===== config.mk =====
export PLATFORM = sky130hd
export DESIGN_NAME = note_key_encoder_flat
export DESIGN_NICKNAME = d
export VERILOG_FILES = /design/src/rtl/note_key_encoder_pkg.sv /design/src/rtl/note_key_encoder_if.sv /design/src/rtl/note_key_encoder_keymap.sv /design/src/rtl/note_key_encoder.sv /design/src/flat_wrapper.sv
export SDC_FILE = /design/constraint.sdc
export NUM_CORES = 1
export LEC_CHECK = 0
export ABC_AREA = 1
export ABC_CLOCK_PERIOD_IN_PS = 2540
export CAP_MARGIN = 20
export CORE_MARGIN = 5
export CORE_UTILIZATION = 35
export DETAILED_ROUTE_END_ITERATION = 8
export PLACE_DENSITY_LB_ADDON = 0.08
export SYNTH_ARGS = -nofsm -noshare
export SYNTH_HDL_FRONTEND = slang
export SYNTH_SLANG_ARGS = --single-unit

===== constraint.sdc =====
create_clock -name clk -period 2.54 [get_ports clk]
set_input_delay 0.381 -clock clk [delete_from_list [all_inputs] [get_ports clk]]
set_output_delay 0.381 -clock clk [all_outputs]
set_load 0.02 [all_outputs]

===== src/rtl/note_key_encoder_pkg.sv =====
// Shared constants and types for the PS/2 note key encoder: prefix bytes,
// shift scan codes, prefix FSM states and the held-key record.
package note_key_encoder_pkg;

  localparam logic [7:0] PS2_BREAK   = 8'hF0;
  localparam logic [7:0] PS2_EXT     = 8'hE0;
  localparam logic [7:0] LSHIFT_CODE = 8'h12;
  localparam logic [7:0] RSHIFT_CODE = 8'h59;

  localparam logic [3:0] NONE_CODE_DEFAULT  = 4'd15;
  localparam logic [3:0] CAP_OFFSET_DEFAULT = 4'd7;

  typedef enum logic [1:0] {
    ST_IDLE    = 2'd0,
    ST_BRK     = 2'd1,
    ST_EXT     = 2'd2,
    ST_EXT_BRK = 2'd3
  } prefix_state_e;

  typedef struct packed {
    logic       active;
    logic [2:0] idx;
  } held_key_t;

endpackage


===== src/rtl/note_key_encoder_if.sv =====
// Byte-in / note-out bundle between the PS/2 receiver, the encoder and the
// display/tone consumers.
interface note_key_encoder_if;
  logic       key_valid;
  logic [7:0] key_code;
  logic [3:0] value;
  logic       value_valid;
  logic       shift_held;

  modport master (
    output key_valid, key_code,
    input  value, value_valid, shift_held
  );

  modport slave (
    input  key_valid, key_code,
    output value, value_valid, shift_held
  );
endinterface


===== src/rtl/note_key_encoder_keymap.sv =====
// Scan code to note index lookup for the home-row keys A..J (c..b).
module note_keymap (
  input  logic [7:0] key_code,
  output logic       hit,
  output logic [2:0] idx
);

  always_comb begin
    // NOTE: defaults before the case keep every path assigned, so no latch is inferred.
    hit = 1'b1;
    idx = 3'd0;
    unique case (key_code)
      8'h1C:   idx = 3'd0;
      8'h1B:   idx = 3'd1;
      8'h23:   idx = 3'd2;
      8'h2B:   idx = 3'd3;
      8'h34:   idx = 3'd4;
      8'h33:   idx = 3'd5;
      8'h3B:   idx = 3'd6;
      default: hit = 1'b0;
    endcase
  end

endmodule


===== src/rtl/note_key_encoder.sv =====
// Tracks PS/2 make/break/extended prefixes, shift state and the single held
// note key, and presents the registered note code with a change strobe.
module note_key_encoder
  import note_key_encoder_pkg::*;
#(
  parameter logic [3:0] CAP_OFFSET = CAP_OFFSET_DEFAULT,
  parameter logic [3:0] NONE_CODE  = NONE_CODE_DEFAULT
) (
  input  logic               clk,
  input  logic               rst,
  note_key_encoder_if.slave  bus
);

  prefix_state_e state_q, state_d;
  held_key_t     held_q, held_d;
  logic          lshift_q, lshift_d;
  logic          rshift_q, rshift_d;
  logic [3:0]    value_q, value_d;
  logic          value_valid_q, value_valid_d;
  logic          shift_held_q, shift_held_d;

  logic          map_hit;
  logic [2:0]    map_idx;

  note_keymap u_keymap (
    .key_code (bus.key_code),
    .hit      (map_hit),
    .idx      (map_idx)
  );

  always_comb begin
    state_d  = state_q;
    held_d   = held_q;
    lshift_d = lshift_q;
    rshift_d = rshift_q;

    if (bus.key_valid) begin
      unique case (state_q)
        ST_IDLE: begin
          if (bus.key_code == PS2_EXT) begin
            state_d = ST_EXT;
          end else if (bus.key_code == PS2_BREAK) begin
            state_d = ST_BRK;
          end else begin
            if (bus.key_code == LSHIFT_CODE) lshift_d = 1'b1;
            if (bus.key_code == RSHIFT_CODE) rshift_d = 1'b1;
            // Monophonic: the most recent make always takes over.
            if (map_hit) held_d = '{active: 1'b1, idx: map_idx};
          end
        end
        ST_BRK: begin
          state_d = ST_IDLE;
          if (bus.key_code == LSHIFT_CODE) lshift_d = 1'b0;
          if (bus.key_code == RSHIFT_CODE) rshift_d = 1'b0;
          if (map_hit && held_q.active && map_idx == held_q.idx) held_d.active = 1'b0;
        end
        ST_EXT:  state_d = (bus.key_code == PS2_BREAK) ? ST_EXT_BRK : ST_IDLE;
        default: state_d = ST_IDLE;
      endcase
    end

    shift_held_d  = lshift_d | rshift_d;
    value_d       = held_d.active
                  ? ({1'b0, held_d.idx} + (shift_held_d ? CAP_OFFSET : 4'd0))
                  : NONE_CODE;
    value_valid_d = (value_d != value_q);
  end

  always_ff @(posedge clk) begin
    // NOTE: sequential state uses non-blocking assignments so every register samples pre-edge values.
    if (rst) begin
      state_q       <= ST_IDLE;
      held_q        <= '0;
      lshift_q      <= 1'b0;
      rshift_q      <= 1'b0;
      value_q       <= NONE_CODE;
      value_valid_q <= 1'b0;
      shift_held_q  <= 1'b0;
    end else begin
      state_q       <= state_d;
      held_q        <= held_d;
      lshift_q      <= lshift_d;
      rshift_q      <= rshift_d;
      value_q       <= value_d;
      value_valid_q <= value_valid_d;
      shift_held_q  <= shift_held_d;
    end
  end

  assign bus.value       = value_q;
  assign bus.value_valid = value_valid_q;
  assign bus.shift_held  = shift_held_q;

endmodule


===== src/flat_wrapper.sv =====
// flat-port wrapper written by rule: the top's interface ports become plain ports
module note_key_encoder_flat import note_key_encoder_pkg::*;
#(
  parameter logic [3:0] CAP_OFFSET = CAP_OFFSET_DEFAULT,
  parameter logic [3:0] NONE_CODE  = NONE_CODE_DEFAULT
)
  (clk, rst, bus_key_valid, bus_key_code, bus_value, bus_value_valid, bus_shift_held);
  note_key_encoder_if bus_i ();
  input  logic clk;
  input  logic rst;
  input wire logic [$bits(bus_i.key_valid)-1:0] bus_key_valid;
  input wire logic [$bits(bus_i.key_code)-1:0] bus_key_code;
  output wire logic [$bits(bus_i.value)-1:0] bus_value;
  output wire logic [$bits(bus_i.value_valid)-1:0] bus_value_valid;
  output wire logic [$bits(bus_i.shift_held)-1:0] bus_shift_held;
  assign bus_i.key_valid = bus_key_valid;
  assign bus_i.key_code = bus_key_code;
  assign bus_value = bus_i.value;
  assign bus_value_valid = bus_i.value_valid;
  assign bus_shift_held = bus_i.shift_held;
  note_key_encoder #(.CAP_OFFSET(CAP_OFFSET), .NONE_CODE(NONE_CODE)) u_core (.clk(clk), .rst(rst), .bus(bus_i));
endmodule

-- Word-level counts from Yosys, hierarchy flattened
Index checks and enable logic that the tools add are counted.
- bits in registers: 14
- output and inout bits: 6
- input port bits: 11
- logic and storage cells: 58
- $add $sub $neg: 1
- muxes and demuxes: 27
- reduce and logical (&&, ||, !) cells: 5
- equal/unequal tests: 16
- bitwise logic cells: 1
- operators with widths (cell ; count):
    8-bit by 6-bit equality test with 1-bit output (second input constant) ; 5
    8-bit by 5-bit equality test with 1-bit output (second input constant) ; 3
    4-bit two-way mux ; 5
    3-bit case mux with 6 select lines ; 1
    8-bit equality test (second input constant) ; 2
    1-bit two-way mux ; 12
    8-bit by 7-bit equality test with 1-bit output (second input constant) ; 1
    7-bit OR reduction ; 1
    2-bit two-way mux ; 3
    3-bit two-way mux ; 2
    1-bit case mux with 2 select lines ; 3
    3-bit by 4-bit adder with 4-bit output ; 1
    4-bit != test ; 1
    2-bit case mux with 2 select lines ; 1
    3-bit equality test ; 1
    3-bit by 1-bit != test with 1-bit output (second input constant) ; 1
    2-bit by 1-bit equality test with 1-bit output (second input constant) ; 1
    2-bit equality test (second input constant) ; 1
    1-bit logical AND ; 2
    2-bit zero test ; 1
    2-bit AND reduction ; 1
    1-bit OR ; 1

-- Depth between registers and ports, before layout
- depth in word-level cells: 11
- gate-level depth with buffers: 22
- gate-level depth less buffers: 22

-- Cells and area by module
A second synthesis with hierarchy kept.
- cells, all modules: 168
- area total of the unflattened synthesis: 1064.8 sq um
- modules (own cells, without submodules) (module ; cells an instance ; instances ; sequential area each (sq um) ; area each (sq um)):
    note_key_encoder ; 130 ; 1 ; 280.3 ; 902.1
    note_keymap ; 38 ; 1 ; 0.0 ; 162.7

-- Worst setup path after synthesis
No wires, ideal clock.
- path kind: input port to flip-flop
- start: input bus_key_code[0]
- end: register u_core.value_valid_q, in the netlist u_core.bus.value_valid
- slack: 0.086 ns
- path buffers: 0
- required time: 2.413 ns
- cell stages on the path: 22
- setup time: 0.127 ns
- arrival time: 2.327 ns
- path through: nand2_2 -> inv_1 -> nand2_1 -> nand2_1 -> nand2_1 -> nand4_2 -> nand2_1 -> inv_1 -> nand2_1 -> o21ai_0 -> inv_1 -> ha_1 -> inv_1 -> fa_1 -> xnor2_1 -> inv_1 -> nand3_1 -> nand2_1 -> nand2_1 -> nand2_1 -> nor2_1 -> nor2_1
- RTL lines (what ; line ; text):
    start: declaration ; flat_wrapper.sv:12 ; input wire logic [$bits(bus_i.key_code)-1:0] bus_key_code;
    end signal: assignment ; note_key_encoder.sv:85 ; value_valid_q <= value_valid_d;
    end: declaration ; note_key_encoder.sv:19 ; logic value_valid_q, value_valid_d;

-- Worst setup path after layout
- start: input bus_key_code[0]
- end: register u_core.value_valid_q, in the netlist u_core.bus.value_valid
- cells in the longest elaborated chain, start to end: 11
- ends and longest elaborated chain (what ; line ; text):
    8-bit by 5-bit equality test with 1-bit output / 8-bit by 7-bit equality test with 1-bit output (equally long branches) ; n/a ;
    1-bit two-way mux (on tied branches) ; note_key_encoder.sv:45, note_key_encoder.sv:46 ;
    1-bit two-way mux ; note_key_encoder.sv:42 ; end else if (bus.key_code == PS2_BREAK) begin
    1-bit two-way mux ; note_key_encoder.sv:40 ; if (bus.key_code == PS2_EXT) begin
    1-bit case mux with 2 select lines ; note_key_encoder.sv:38 ; unique case (state_q)
    1-bit two-way mux ; note_key_encoder.sv:37 ; if (bus.key_valid) begin
    1-bit OR * ; note_key_encoder.sv:62 ; shift_held_d = lshift_d | rshift_d;
    via u_core.shift_held_d ; note_key_encoder.sv:20 ; logic shift_held_q, shift_held_d;
    3-bit two-way mux * ; note_key_encoder.sv:64 ; ? ({1'b0, held_d.idx} + (shift_held_d ? CAP_OFFSET : 4'd0))
    3-bit by 4-bit adder with 4-bit output * ; note_key_encoder.sv:64 ;
    4-bit two-way mux * ; note_key_encoder.sv:64 ;
    4-bit != test * ; note_key_encoder.sv:66 ; value_valid_d = (value_d != value_q);
The timed path passes the listed nets; every way through them passes the cells marked *.
A chain may end at the register's enable or synchronous reset.

==> run summary <==
Relative to the synthesized area, the layout overhead comes to 53.2%. The reg-to-reg critical path endpoint is u_core.bus.value_valid. Summed over all nets, the half-perimeter wirelength after detailed placement is 1980 um. Summing the areas of all compound-gate instances in the mapped netlist gives 6.88% of the synthesized area. The number of slew-limit violations in the final report was 0; the number of distinct library cells after synthesis was 27.

The slew at the pin closest to its max-slew limit works out to 0.441 ns. Measured along the y axis, the die boundary spans 65.4 um. For this run, global-route usage on met2 was measured as 18.8%.

After global routing, the most crowded layer is met2. The worst hold path begins at bus_key_valid. The required arrival time at the worst endpoint was 2.69 ns; the number of iterations in the first detailed-routing pass was 4.

Summing the areas of all fa, ha and maj instances in the mapped netlist gives 5.37% of the synthesized area. The tools report the CTS root buffer as sky130_fd_sc_hd__clkbuf_4. Clock-pin slew was measured on the worst setup and hold paths at 0.08 ns.

The critical path start-end classification is in2reg. In the post-synthesis netlist, the biggest area contributors are sky130_fd_sc_hd__dfxtp_1, sky130_fd_sc_hd__nand2_1, sky130_fd_sc_hd__inv_1. After synthesis, the largest family of logic cells by area is simple AND/OR/NAND/NOR gates. The ratio of cells with drive above 1 in the final layout works out to 41.2%. The repair_antennas step left the layout with diodes totalling 0. Of the total synthesized cell area, the portion taken by AND, OR, NAND and NOR gates is 48.9%. The core region is 3000 sq um. Counting flops with a built-in enable in the synthesized netlist gives 0. The via count of the first global-routing pass is 1005, and the summed instance area of the synthesized netlist is 1070 sq um.

Clock tree synthesis found a total of 14 sinks. The die covers 4270 sq um. Multiplexer cells account for 0% of the synthesized area.

Launch point of the worst reg-to-reg path: u_core.state_q[0]. Summed over all cells, the static leakage comes to 0.856 nW. Dividing the detail-routed wire length by the instance count gives 10.9 um. The chip width works out to 65.4 um. The first global-routing pass estimated 4170 um of wire. Most used flip-flop cell after synthesis: sky130_fd_sc_hd__dfxtp_1. The worst-case hold path end point is u_core.lshift_q.

The type of the worst min-delay path is in2reg. The run gives 0 as the post-cts hold buffer count. The pin count of the biggest net entering global routing was 12; the final critical-path required period was 2.43 ns.

The count of endpoints failing setup in the final report was 0; the gate count of the mapped netlist was 169. The ratio of total power to cell area works out to 298 nW/um^2. TritonCTS built the clock tree. Traced cell by cell, the critical path runs through clkbuf_4 -> inv_2 -> buf_4 -> nor4_4 -> buf_4 -> nand4_1 -> a32oi_2 -> nand3_2 -> ha_4 -> inv_2 -> fa_2 -> nand4_1 -> nand2_1 -> inv_1 -> nand2_1 -> nor2_1 -> nor2_1.

For the number of standard-cell rows in the floorplan, the log shows 20. The total global routing track utilization came out at 12.0%. For this block, the initial DRC count from the detailed router was 57.

The tools report the number of warning messages in the yosys log as 0. Along the worst hold path, the cell count comes to 3. The worst setup path is launched from a primary input. Number of vias per cell after detailed routing: 4.79. The type of destination of the critical path was a register. The total count of hold-check failures in the final report came out at 0. The number of violations of the max-capacitance limit is 0, and the worst endpoint data arrival time is 2.59 ns. Once the floorplan was initialized, standard cells occupied 35.7% of the core. No sink is reached through more buffers than the 2 on the longest clock path.

Routability-driven placement finished with a final weighted congestion of 0.814. For this run, the post-layout net count is 233. The register bit total from synthesis came out at 14.

The tools report the clock buffer count from CTS as 3. For the final database, setup skew stands at 0.000665 ns. Along the worst path, the maximum fanout reaches 4. The run gives 0 as the count of unresolved DRC violations after routing. Sequential elements use 26.1% of the synthesized area.

The slowest stage of the critical path belongs to the cell sky130_fd_sc_hd__fa_2. Yosys instantiated no cell more often than sky130_fd_sc_hd__nand2_1. The synthesized-area fraction occupied by xor and xnor cells works out to 0.817%. The run finished with clean final reports. For this block, the routed nets add up to 2710 um of wire.

The final design instance area without fill was 1640 sq um. The largest total area in the synthesized netlist belongs to sky130_fd_sc_hd__dfxtp_1. The worst path uses 95.8% of the clock period. The worst reg2reg path depth is 15. The proportion of netlist area held by the largest area contributor came out at 26.1%. The tools report the maximum level of the CTS H-tree as 1. By count the netlist is led by sky130_fd_sc_hd__nand2_1, sky130_fd_sc_hd__inv_1, sky130_fd_sc_hd__nor2_1, sky130_fd_sc_hd__dfxtp_1, sky130_fd_sc_hd__nand3_1. The buffering stage count on the worst path with inverters included came out at 6. The count of buffers added on input and output ports is 16.

For met3 alone, demand over resource in global routing was 4.27%. The detail route stage leaves a number of antenna-violating nets equal to 0. The tools report the worst-case headroom to the max-slew limit as 70.5%.

The worst-skew pair later-pin latency came out at 0.27 ns. For the met1 routing resource usage after global routing, the log shows 16.6%. The gate family responsible for the most delay along the worst path was simple AND/OR/NAND/NOR gates. The net count after synthesis is 184, and the instance area at placement is 1420 sq um.

On the worst path, the slowest cell contributes a delay of 0.46 ns. Highest clock frequency the design can meet: 411 MHz. The number of antenna violations at the first check in global routing is 0. The number of top-level design ports was 17.

The detailed-route via count came out at 1192. For the accumulated negative setup slack, the log shows 0 ns. Across all register-to-register paths, the minimum setup slack is 0.17 ns. Mean instance size in the synthesized netlist: 6.34 sq um.

The layout has 292 filler cells. The worst-case IR drop observed on VDD is 0.000221 V. The share of synthesized flip-flops with an asynchronous set or reset is 0%, and the remaining global-route overflow is 0.

The worst slack on hold paths is 0.498 ns.
worst min-delay path, stage by stage:
cell and delay (ns):
sky130_fd_sc_hd__dlymetal6s2s_1 0.16, sky130_fd_sc_hd__nand2_1 0.12, sky130_fd_sc_hd__a21oi_1 0.07
flip-flops by register name, summed over array words and instances (netlist names):
signal,count
u_core.bus.value,4
u_core.bus.value_valid,1
u_core.held_q,4
u_core.lshift_q,1
u_core.bus.shift_held,1
u_core.rshift_q,1
u_core.state_q,2
routing by layer:
layer | share of wire, % | wire [um] | vias up
met3 | 4.8 | 131 | 2
met1 | 48 | 1290 | 545
li1 | - | - | 625
met5 | 0 | 0 | -
met2 | 47 | 1280 | 20
met4 | 0.15 | 4 | 0
logic make-up after synthesis:
group	after synthesis
compound gates	12
xor+xnor	1
fa+ha+maj	4
buf+inv	34
flops	14
simple gates	104
cell type report:
cell class | instances | area, sq um | area share (%)
clock buffers | 3 | 22.5 | 1.37
inverters | 33 | 124 | 7.54
multi-input cells | 121 | 821 | 50.0
flip-flops and latches | 14 | 280 | 17.1
well taps | 33 | 41.3 | 2.51
repair buffers | 45 | 354 | 21.6
cells in the final DEF (no fill, tap or decap), types with 3 or more instances in the layout:
| cell type | instances |
|---|---|
| sky130_fd_sc_hd__inv_2 | 8 |
| sky130_fd_sc_hd__clkdlybuf4s50_1 | 7 |
| sky130_fd_sc_hd__clkbuf_2 | 3 |
| sky130_fd_sc_hd__nor2_2 | 6 |
| sky130_fd_sc_hd__nand4_1 | 5 |
| sky130_fd_sc_hd__nand3_2 | 6 |
| sky130_fd_sc_hd__nand3_1 | 7 |
| sky130_fd_sc_hd__nor2_4 | 6 |
| sky130_fd_sc_hd__inv_1 | 25 |
| sky130_fd_sc_hd__nand2_1 | 41 |
| sky130_fd_sc_hd__o21ai_0 | 3 |
| sky130_fd_sc_hd__nor2_1 | 14 |
| sky130_fd_sc_hd__dfxtp_1 | 14 |
| sky130_fd_sc_hd__buf_4 | 28 |
| sky130_fd_sc_hd__nand2_2 | 7 |
| sky130_fd_sc_hd__nand2_4 | 4 |
| sky130_fd_sc_hd__clkbuf_4 | 5 |
metrics by stage:
step | setup WS, ns | std cells | utilization [%] | power (mW)
detailed placement | -0.647 | 237 | 47.3 | 0.354
global route | -0.0359 | 249 | 54.7 | 0.530
floorplan | 0.0860 | 169 | - | 0.299
finish | 0.107 | 249 | 54.7 | 0.490
global placement | -0.605 | 237 | 47.3 | 0.354
CTS | 0.0118 | 242 | 49.9 | 0.483
how the worst max path moves through the flow:
| stage | from | slack [ns] | end | cells after the start |
|---|---|---|---|---|
| 2_1_floorplan | bus_key_code[0] | 0.09 | u_core.bus.value_valid | 22 |
| 3_3_place_gp | bus_key_code[3] | -0.60 | u_core.bus.value_valid | 19 |
| 3_5_place_dp | bus_key_code[3] | -0.65 | u_core.bus.value_valid | 18 |
| 4_1_cts | bus_key_valid | 0.01 | u_core.bus.value_valid | 15 |
| 5_1_grt | bus_key_code[0] | -0.04 | u_core.bus.value_valid | 18 |
| 6_report | bus_key_code[0] | 0.11 | u_core.bus.value_valid | 17 |
power breakdown:
| group | switching [mW] | total, mW | internal (mW) |
|---|---|---|---|
| sequential | 0.00686 | 0.233 | 0.226 |
| combinational | 0.0758 | 0.135 | 0.0591 |
| clock | 0.0673 | 0.122 | 0.0549 |
| total | 0.150 | 0.490 | 0.340 |
timing repair:
action | 4_1_cts | 5_1_grt
gates resized for setup | 27 | 47
hold endpoints to repair | 0 | 0
setup buffers | 2 | 7
endpoints found under the setup margin | 4 | 2
pin swaps | 8 | 18
cloned | 0 | 0
Power figures use the tool's default switching activity.
